===== src/rtl/hazard_unit.sv =====
// Load-use / branch / memory-wait hazard controller for a 5-stage pipeline.
// Optional saturating perf counters are enabled with macro HAZARD_UNIT_PERF_EN.
module hazard_unit #(
    parameter int REG_AW            = 5,
    parameter int LOAD_STALL_CYCLES = 1,
    parameter int CNT_W             = 32
) (
    input  logic              clk,
    input  logic              reset,
    input  logic [REG_AW-1:0] id_rs1,
    input  logic [REG_AW-1:0] id_rs2,
    input  logic              id_uses_rs1,
    input  logic              id_uses_rs2,
    input  logic [REG_AW-1:0] ex_rd,
    input  logic              ex_mem_read,
    input  logic              branch_taken,
    input  logic              mem_busy,
    output logic              pc_write,
    output logic              if_id_write,
    output logic              control_sel,
    output logic              if_id_flush,
    output logic              id_ex_flush,
    output logic              pipe_freeze
`ifdef HAZARD_UNIT_PERF_EN
    ,
    output logic [CNT_W-1:0]  stall_count,
    output logic [CNT_W-1:0]  flush_count
`endif
);

    localparam logic [1:0] RUN      = 2'd0;
    localparam logic [1:0] LU_STALL = 2'd1;
    localparam logic [1:0] MEM_WAIT = 2'd2;

    localparam logic [3:0] STALL_RELOAD = 4'(LOAD_STALL_CYCLES - 1);

    if (LOAD_STALL_CYCLES < 1 || LOAD_STALL_CYCLES > 15 || CNT_W < 1) begin : g_bad_param
        $error("hazard_unit: LOAD_STALL_CYCLES must be 1..15 and CNT_W >= 1");
    end

    logic [1:0] state, next_state;
    logic [3:0] cnt, next_cnt;
    logic       saved, next_saved;
    logic       lu_hit;
    logic       in_stall;

    // x0 is hardwired to zero, so a load targeting it can never create a hazard.
    assign lu_hit = ex_mem_read && (ex_rd != '0) &&
                    ((id_uses_rs1 && (id_rs1 == ex_rd)) ||
                     (id_uses_rs2 && (id_rs2 == ex_rd)));

    // Leaving MEM_WAIT behaves exactly like the state that was interrupted.
    assign in_stall = (state == LU_STALL) || ((state == MEM_WAIT) && saved);

    always_comb begin
        next_state  = state;
        next_cnt    = cnt;
        next_saved  = saved;
        pc_write    = 1'b1;
        if_id_write = 1'b1;
        control_sel = 1'b1;
        if_id_flush = 1'b0;
        id_ex_flush = 1'b0;
        pipe_freeze = 1'b0;

        if (mem_busy) begin
            pc_write    = 1'b0;
            if_id_write = 1'b0;
            pipe_freeze = 1'b1;
            next_state  = MEM_WAIT;
            next_saved  = (state == MEM_WAIT) ? saved : (state == LU_STALL);
        end else if (branch_taken) begin
            if_id_flush = 1'b1;
            id_ex_flush = 1'b1;
            next_state  = RUN;
            next_cnt    = '0;
        end else if (in_stall) begin
            pc_write    = 1'b0;
            if_id_write = 1'b0;
            control_sel = 1'b0;
            if (cnt <= 4'd1) begin
                next_state = RUN;
                next_cnt   = '0;
            end else begin
                next_state = LU_STALL;
                next_cnt   = cnt - 4'd1;
            end
        end else if (lu_hit) begin
            pc_write    = 1'b0;
            if_id_write = 1'b0;
            control_sel = 1'b0;
            if (LOAD_STALL_CYCLES > 1) begin
                next_state = LU_STALL;
                next_cnt   = STALL_RELOAD;
            end else begin
                next_state = RUN;
            end
        end else begin
            next_state = RUN;
        end

        // Hold everything off while reset is asserted.
        if (reset) begin
            pc_write    = 1'b0;
            if_id_write = 1'b0;
            control_sel = 1'b0;
            if_id_flush = 1'b0;
            id_ex_flush = 1'b0;
            pipe_freeze = 1'b0;
        end
    end

    always_ff @(posedge clk or posedge reset) begin
        if (reset) begin
            state <= RUN;
            cnt   <= '0;
            saved <= 1'b0;
        end else begin
            state <= next_state;
            cnt   <= next_cnt;
            saved <= next_saved;
        end
    end

`ifdef HAZARD_UNIT_PERF_EN
    always_ff @(posedge clk or posedge reset) begin
        if (reset) begin
            stall_count <= '0;
            flush_count <= '0;
        end else begin
            if (!control_sel && (stall_count != '1))
                stall_count <= stall_count + 1'b1;
            if (if_id_flush && (flush_count != '1))
                flush_count <= flush_count + 1'b1;
        end
    end
`endif

endmodule


===== config.mk =====
export PLATFORM = sky130hd
export DESIGN_NAME = hazard_unit
export DESIGN_NICKNAME = d
export VERILOG_FILES = /design/src/rtl/hazard_unit.sv
export SDC_FILE = /design/constraint.sdc
export NUM_CORES = 1
export LEC_CHECK = 0
export ABC_AREA = 1
export BUFFER_PORTS_ARGS = -buffer_cell sky130_fd_sc_hd__buf_2
export CORE_MARGIN = 2
export CORE_UTILIZATION = 35
export DETAILED_ROUTE_END_ITERATION = 7
export PLACE_DENSITY = 0.72
export SYNTH_ARGS = -nofsm -noshare
export SYNTH_HDL_FRONTEND = slang
export SYNTH_SLANG_ARGS = --single-unit

===== constraint.sdc =====
create_clock -name clk -period 1.3 [get_ports clk]
set_input_delay 0.13 -clock clk [delete_from_list [all_inputs] [get_ports clk]]
set_output_delay 0.13 -clock clk [all_outputs]
set_load 0.01 [all_outputs]

Word-level counts from Yosys, hierarchy flattened
Index checks and enable logic that the tools add are counted.

Memory bits (writable): 0. Output and inout port bits: 6. Bits of input ports: 22. Register bits after elaboration: 7. Latch bits: 0. Memories kept: 0. Bits in read-only memories: 0.

Add/subtract/negate cells: 1. Multipliers: 0. Equality and inequality tests: 4. $lt $le $gt $ge: 1. Shifts and indexed selects: 0. Reductions and logical operators: 11. Multiplexer cells: 19. Divide/modulo/power cells: 0. Bitwise operators: 2.

Operators by type and width (count): 1-bit two-way mux (13); 4-bit two-way mux (3); 5-bit == test (2); 2-bit two-way mux (3); 1-bit logical AND (5); 5-bit nonzero test (1); 4-bit by 1-bit <= comparator with 1-bit output, second input constant (1); 2-bit AND reduction (2); 4-bit by 1-bit subtractor with 4-bit output, second input constant (1); 2-bit by 1-bit == test with 1-bit output, second input constant (1); 2-bit == test, second input constant (1); 1-bit logical OR (2); 1-bit inverter (2); 2-bit nonzero test (1).

Depth between registers and ports, before layout
Gate-level depths: netlist of run 1.

Word-level depth: 9. Depth in mapped cells: 12.

Least setup slack after synthesis of run 1
Ideal clock, no wire load.

Kind: register -> register. Start point: reg cnt[0]. End point: reg cnt[2]. Data arrival time: 1098 ps. Library setup time: 124 ps. Path buffers: 0. Cell stages (with the launch flop): 8. Slack: 78 ps. Path through: dfrtp_1 -> inv_1 -> ha_1 -> nor2_1 -> nor3_1 -> nor2_1 -> o22ai_1 -> a21oi_1.

Longest elaborated chain between the ends: 4. Elaborated cells on any way between the ends: 5.

Ends and longest elaborated chain: start, declared (line 42) `logic [3:0] cnt, next_cnt;`; start signal, assigned (line 120) `cnt <= next_cnt;`; 4-bit by 1-bit subtractor with 4-bit output / 4-bit by 1-bit <= comparator with 1-bit output (equally long branches) (line 86, 81); 4-bit two-way mux (*) (line 81) `if (cnt <= 4'd1) begin`; 4-bit two-way mux (*) (line 77) `end else if (in_stall) begin`; 4-bit two-way mux (*) (line 72) `end else if (branch_taken) begin`.

Every way passes the cells marked *; elsewhere a longest branch is shown, timed or not. The select of a mux whose other input is x is not followed. A chain may end at the register's enable or synchronous reset.

Worst setup path after layout of run 1
Start point: reg state[0]. End point: out control_sel.

Longest elaborated chain between the ends: 7. Elaborated cells on any way between the ends: 8.

Ends and longest elaborated chain: start, declared (line 41) `logic [1:0] state, next_state;`; start signal, assigned (line 119) `state <= next_state;`; 2-bit == test (line 53) `assign in_stall = (state == LU_STALL) || ((state == MEM_WAIT) && saved);`; 1-bit logical AND (line 53); 1-bit logical OR (*) (line 53); 1-bit two-way mux (*) (line 77); 1-bit two-way mux (*) (line 72); 1-bit two-way mux (*) (line 66) `if (mem_busy) begin`; 1-bit two-way mux (*) (line 103) `if (reset) begin`; end, declared (line 20) `output logic control_sel,`.

Every way passes the cells marked *; elsewhere a longest branch is shown, timed or not.

==> results.sh, run 1 <==
export IMPL_synthAdderAreaFrac_pct=3.922
export IMPL_post_route_period_util_pct=105.2
export IMPL_syn_inst=110
export IMPL_end_kind="output port"
export IMPL_crit_chain="inv_1 > nand3_2 > nand2_2 > inv_2 > nand2_1 > nand2_1 > nand2_2 > nand2_1 > buf_2"
export IMPL_finalPower_uw=957.9
export IMPL_ys_seq_area_share_pct=27.45
export IMPL_critical_path_max_stage_delay_ns=0.38
export IMPL_final_max_slew_viol_count=0
export IMPL_setup_slack_ns=-0.06705
export IMPL_dieArea_um2=2181
export IMPL_worst_pin_slew_ns=0.2416
export IMPL_final_util_pct=51.01
export IMPL_syn_cell_area_um2=638.1
export IMPL_cts_clk_slew_worst_paths_ns=0.05
export IMPL_wl_um=1419
export IMPL_crit_path_frequent_cell="nand2_1"
export IMPL_setup_viol=5
export IMPL_viasPerCell=4.247
export IMPL_fillers=196
export IMPL_fp_row_count=15
export IMPL_fp_dieW_um=46.70
export IMPL_dp_hpwl_um=1130
export IMPL_gp_congestion=0.7561
export IMPL_max_clock_path_buffers=2
export IMPL_skew_ns=0.001991
export IMPL_ant_nets=0
export IMPL_ys_ff_latch=7
export IMPL_violations="negative setup slack"
export IMPL_relSlewSlack_pct=83.83
export IMPL_synth_area_leader_cell="dfrtp_1"
export IMPL_critical_path_slowest_cell="dfrtp_1"
export IMPL_drtIter0Drc=13
export IMPL_cts_htree_levels=1
export IMPL_boundaryPins=28
export IMPL_status="finished with violations"
export IMPL_cts_root_buf="clkbuf_4"
export IMPL_synth_fp_nets=134
export IMPL_grt_pass1_vias=640
export IMPL_syn2layout_area_growth_pct=38.04
export IMPL_cts_tree="yes"
export IMPL_grt_max_degree=9
export IMPL_fmax_mhz=731.5
export IMPL_synth_xor_area_share_pct=0
export IMPL_start_util_pct=36.96
export IMPL_antenna_found_initial=0
export IMPL_avgRoutedWirePerCell_um=8.347
export IMPL_grt_overflow_total=0
export IMPL_peakVddDrop_mv=0.4956
export IMPL_ys_warn_count=0
export IMPL_numCtsBuffers=3
export IMPL_placed_area_um2=797.0
export IMPL_synth_top_area_share_pct=27.45
export IMPL_synth_top_family_by_area="simple AND/OR/NAND/NOR gates"
export IMPL_drv_cap=0
export IMPL_synth_compound_area_share_pct=10.59
export IMPL_die_height_um=46.70
export IMPL_grt_first_pass_wirelength_um=2387
export IMPL_critPathLaunchType="flop"
export IMPL_portBuffers=27
export IMPL_clk_latency_ns=0.26
export IMPL_syn_avg_cell_area_um2=5.801
export IMPL_final_net_count=170
export IMPL_cp_arrival_ns=1.24
export IMPL_ys_types=18
export IMPL_pwr_density_cell_nw_per_um2=1088
export IMPL_synthTopCellsByArea="dfrtp_1, nand2_1, inv_1"
export IMPL_hold_viol_final=0
export IMPL_diodes=0
export IMPL_required_ns=1.17
export IMPL_yosys_area_share_simple_pct=39.80
export IMPL_drcViolationCount=0
export IMPL_core_um2=1727
export IMPL_crit_fanout=2
export IMPL_crit_type="reg -> out"
export IMPL_leakage_uw=0.0005496
export IMPL_first_pass_iters=4
export IMPL_hp_class="in -> reg"
export IMPL_track_usage_pct=15.73
export IMPL_drive_gt1_share_pct=33.10
export IMPL_vias=722
export IMPL_cts_sinks=7
export IMPL_design_area_um2=880.8
export IMPL_rsz0062_at_grt="yes"
export IMPL_finalCriticalPeriod_ns=1.367
export IMPL_synth_area_mux_share_pct=0
worst max-delay path: cells and delay by family, from the launching register on:
family | cells | cell delay, ns
buffers and inverters | 3 | 0.24
DFF | 1 | 0.38
and+or+nand+nor | 6 | 0.36
timing repair:
item / in CTS / in global routing
setup endpoints to repair: 6 / 8
hold buffers: 1 / 0
buffers inserted: 2 / 2
hold endpoints to repair: 7 / 0
gates cloned: 0 / 0
pin swaps: 5 / 4
resized for setup: 5 / 4
Yosys cell counts:
cell      count
dfrtp_1       7
a21oi_1       3
inv_2         1
o21ai_4       1
nand4_1       1
o211ai_1      1
nand2_1      37
nand2_2       2
buf_4         2
nor2_1       15
o21ai_0       3
nor3_1        4
inv_1        26
nand3_2       1
nand3_1       2
o31ai_1       1
ha_1          2
o22ai_1       1
layer usage:
metal | wire length, µm | up-vias | GRT usage, %
met2 | 696 | 16 | 28.33
li1 | - | 395 | -
met5 | 0 | - | 0
met4 | 40 | 0 | 10.00
met3 | 60 | 4 | 4.706
met1 | 621 | 307 | 15.58
path summary, 6_finish.rpt:
check / startpoint / to / slack [ns] / cells past startpoint
min reg2reg: cnt[1] / cnt[1] / 0.49 / 2
max reg2reg: cnt[0] / cnt[1] / -0.06 / 7
min: mem_busy / state[1] / 0.05 / 1
max: state[0] / control_sel / -0.07 / 9
min in group asynchronous: reset / cnt[1] / 0.42 / 4
max in group asynchronous: reset / cnt[2] / 0.76 / 4
stage by stage:
step / std cells / worst slack, ns / hold slack [ns] / setup TNS, ns
finish: 170 / -0.06705 / 0.04633 / -0.2640
CTS: 168 / -0.1006 / 0.03320 / -0.2865
global placement: 161 / 0.01001 / 0.1394 / 0
floorplan: 110 / 0.07799 / -0.05841 / 0
detailed placement: 161 / -0.04303 / 0.1425 / -0.05774
global route: 170 / -0.2028 / 0.03699 / -0.9243
logic make-up after synthesis:
family	count (synthesis)
DFF	7
buffers and inverters	29
adders and majority gates	2
AOI/OAI and AO/OA	10
and+or+nand+nor	62
registers in the layout (all words and copies together) (netlist names):
| name | flops |
|---|---|
| cnt | 4 |
| saved | 1 |
| state | 2 |
power by group:
part	internal (µW)	switching (µW)	total, µW
Combinational	188	234	422
Clock	118	87.1	205
Sequential	280	51.7	331
Total	586	372	958
cell type report:
class,instances,area (µm²),share of cell area [%]
Sequential cell,7,175.2,19.89
Timing Repair Buffer,33,182.7,20.74
Inverter,27,101.3,11.51
Tap cell,25,31.28,3.551
Clock buffer,4,26.28,2.983
Multi-Input combinational cell,74,364.1,41.34
cells in the final DEF (no fill, tap or decap):
cell type       n
nand2_1        36
buf_2          27
inv_1          24
nor2_1         12
dfrtp_1         7
buf_4           5
nand2_2         3
nor2_2          3
nor3_1          3
inv_2           3
a21oi_1         3
clkbuf_4        3
o21ai_0         2
nand3_1         2
nand3_2         1
o211ai_1        1
o21ai_4         1
nor3_2          1
o21ai_1         1
nand4_1         1
o31ai_1         1
o22ai_1         1
ha_2            1
ha_1            1
clkbuf_1        1
dlygate4sd3_1   1
(Power assumes the default switching activity.)
==> run 2, diff against run 1 <==
--- a/config.mk
+++ b/config.mk
@@ -5,12 +5,11 @@
 export SDC_FILE = /design/constraint.sdc
 export NUM_CORES = 1
 export LEC_CHECK = 0
-export ABC_AREA = 1
 export BUFFER_PORTS_ARGS = -buffer_cell sky130_fd_sc_hd__buf_2
 export CORE_MARGIN = 2
 export CORE_UTILIZATION = 35
 export DETAILED_ROUTE_END_ITERATION = 7
-export PLACE_DENSITY = 0.72
+export PLACE_DENSITY = 0.75
 export SYNTH_ARGS = -nofsm -noshare
 export SYNTH_HDL_FRONTEND = slang
 export SYNTH_SLANG_ARGS = --single-unit
==> run 2 against run 1 <==
  * The flow still finishes with violations (negative setup slack)
  * Flip-flop and latch count stayed put
  * Worst hold slack better by 0.040 ns
  * Final cell count is 27% lower
  * Die area is 13% lower
  * Clock power hardly changed
  * Global-route usage is 0.48 points higher
  * Worst setup slack worse by 0.22 ns
  * Largest cell class unchanged
  * Highest routed layer unchanged
==> results.sh, run 2 <==
export IMPL_status="finished with violations"
export IMPL_violations="negative setup slack"
export IMPL_fp_row_count=14
export IMPL_critical_path_max_stage_delay_ns=0.38
export IMPL_track_usage_pct=16.21
export IMPL_vias=611
export IMPL_seq_area_um2=175.2
export IMPL_gp_congestion=0.7026
export IMPL_wl_um=1571
export IMPL_ys_warn_count=0
export IMPL_cts_root_buf="clkbuf_4"
export IMPL_ys_ff_latch=7
export IMPL_drcViolationCount=0
export IMPL_antenna_found_initial=0
export IMPL_rsz0062_at_grt="yes"
export IMPL_critical_path_slowest_cell="dfrtp_1"
export IMPL_dp_hpwl_um=1149
export IMPL_fillers=120
export IMPL_cp_buffers_inverters=3
export IMPL_finalCriticalPeriod_ns=1.589
export IMPL_critPathLaunchType="flop"
export IMPL_mostFrequentLayoutCell="buf_2"
export IMPL_pwr_density_cell_nw_per_um2=635.1
export IMPL_grt_pass1_vias=595
export IMPL_clk_latency_ns=0.26
export IMPL_fp_dieW_um=43.62
export IMPL_mostFrequentLayoutCells="buf_2, buf_4, xnor2_1, inv_1, dfrtp_1"
export IMPL_crit_chain="buf_4 > nor2b_4 > nor2_4 > buf_6 > nor3_2 > a211oi_2 > buf_2"
export IMPL_crit_fanout=3
export IMPL_p_seq_share_pct=37.7
export IMPL_start_util_pct=36.89
export IMPL_relSlewSlack_pct=73.46
export IMPL_numCtsBuffers=3
export IMPL_grt_max_degree=8
export IMPL_end_kind="output port"
export IMPL_diodes=0
export IMPL_post_route_period_util_pct=122.2
export IMPL_critical_path_top_delay_family="buffers and inverters"
export IMPL_regMostFlops="cnt"
export IMPL_largest_register_ffs=4
export IMPL_final_net_count=133
export IMPL_leakage_uw=0.0004531
export IMPL_hold_viol_final=0
export IMPL_fmax_mhz=629.3
export IMPL_finalPower_uw=585.6
export IMPL_boundaryPins=28
export IMPL_synth_async_sr_flop_share_pct=100.0
export IMPL_top_regs="cnt (4), state (2), saved (1)"
export IMPL_syn2layout_area_growth_pct=67.88
export IMPL_syn_avg_cell_area_um2=8.719
export IMPL_first_pass_iters=4
export IMPL_setup_viol=8
export IMPL_ys_flop_type="dfrtp_1"
export IMPL_peakVddDrop_mv=0.4863
export IMPL_viasPerCell=4.927
export IMPL_drtIter0Drc=6
export IMPL_intPower_uw=425.5
export IMPL_grt_overflow_total=0
export IMPL_ys_types=24
export IMPL_cts_htree_levels=1
export IMPL_place_ws_ns=-0.2927
export IMPL_cts_tree="yes"
export IMPL_hp_class="in -> reg"
export IMPL_combPwrFrac_pct=27.5
export IMPL_dieArea_um2=1902
export IMPL_drv_cap=0
export IMPL_die_height_um=43.62
export IMPL_required_ns=1.17
export IMPL_net_switching_power_uw=160.2
export IMPL_synthTopCellsByArea="dfrtp_1, xnor2_1, inv_1"
export IMPL_final_max_slew_viol_count=0
export IMPL_portBuffers=27
export IMPL_drive_gt1_share_pct=53.70
export IMPL_synth_fp_nets=87
export IMPL_skew_ns=0.007964
export IMPL_ys_seq_area_share_pct=31.89
export IMPL_crit_type="reg -> out"
export IMPL_worst_pin_slew_ns=0.3981
export IMPL_synth_edf_count=0
export IMPL_setup_slack_ns=-0.2890
export IMPL_core_um2=1489
export IMPL_max_clock_path_buffers=2
export IMPL_final_cells=124
export IMPL_timing_setup_tns_ns=-1.674
export IMPL_grt_first_pass_wirelength_um=2318
export IMPL_synth_area_leader_cell="dfrtp_1"
export IMPL_avgRoutedWirePerCell_um=12.67
export IMPL_cts_sinks=7
export IMPL_cts_clk_slew_worst_paths_ns=0.06
export IMPL_synth_top_cells_by_count="xnor2_1, dfrtp_1, inv_1"
export IMPL_cp_arrival_ns=1.46
export IMPL_syn_cell_area_um2=549.3
export IMPL_synth_most_common_cell="xnor2_1"
export IMPL_synth_top_area_share_pct=31.89
export IMPL_ant_nets=0
export IMPL_p_clk_share_pct=34.8
export IMPL_dp_cells=115
export IMPL_p_sw_share_pct=27.35
export IMPL_multi_input_area_um2=400.4
export IMPL_syn_inst=63
run 2: cell types whose count changed after synthesis, moves of 2 or more:
cell,delta
nand2_2,-2
inv_1,-19
o31ai_1,+2
nor2_1,-10
xnor2_1,+10
o21bai_1,+2
nand2b_1,+2
o2bb2ai_1,+2
nand2_1,-33
nand3_1,-2
a21oi_1,-3
run 2: cells by family (layout without fill, tap and decap cells):
logic type,after synthesis,after routing,synth area share (%)
flops,7,7,31.89
buf+inv,9,54,7.517
compound gates,14,14,20.27
fa+ha+maj,2,2,4.555
simple gates,21,21,19.82
xor+xnor,10,10,15.94
run 2: final timing paths:
kind / from / to / slack [ns] / cells past startpoint
setup / recovery: state[1] / control_sel / -0.29 / 7
hold / removal: mem_busy / state[1] / 0.09 / 1
setup reg to reg: state[0] / cnt[1] / -0.19 / 6
hold reg to reg: saved / saved / 0.51 / 1
max in group asynchronous: reset / cnt[2] / 0.74 / 4
min in group asynchronous: reset / cnt[0] / 0.44 / 4
run 2: worst register-to-register path: stages, from the launching register on:
cell and delay (ns):
dfrtp_1 0.38, and3b_2 0.25, buf_4 0.14, o31ai_2 0.31, buf_4 0.19, nand2_1 0.06
o31ai_1 0.06
run 2: final cells by class:
type	instances	area share [%]
sequential	7	19.00
clock buffer	4	2.849
tap	16	2.171
inverter	7	2.849
timing repair buffer	43	29.72
multi-input combinational	47	43.42
run 2: routing by layer:
metal  part of all wire [%]  vias up  track usage (%)
met5                      0        -                0
met4                   0.51        0            3.636
met3                    8.8        2            4.583
met2                     53       27            30.00
met1                     38      277            18.16
li1                       -      305                -
run 2: timing repair:
action	CTS	global route
hold buffers	1	0
setup endpoints to repair	8	8
gates resized for setup	8	4
hold endpoints to repair	7	0
pin swaps	4	1
buffers inserted	3	1
run 2: power by group through the flow:
stage                     sequential (µW)  combinational (µW)  clock [µW]
after floorplan                       224                66.5           0
after CTS                             220                 153         205
after global placement                224                 137           0
final                                 221                 161         204
after global routing                  221                 176         218
after detailed placement              225                 141           0
run 2: stage by stage:
stage	hold WS [ns]	util [%]	cell area, µm²
2_1_floorplan	-0.06112	-	580.6
3_3_place_gp	0.1613	53.95	803.3
3_5_place_dp	0.1620	53.95	803.3
4_1_cts	0.08032	59.83	890.9
5_1_grt	0.08655	61.93	922.1
6_report	0.08608	61.93	922.1
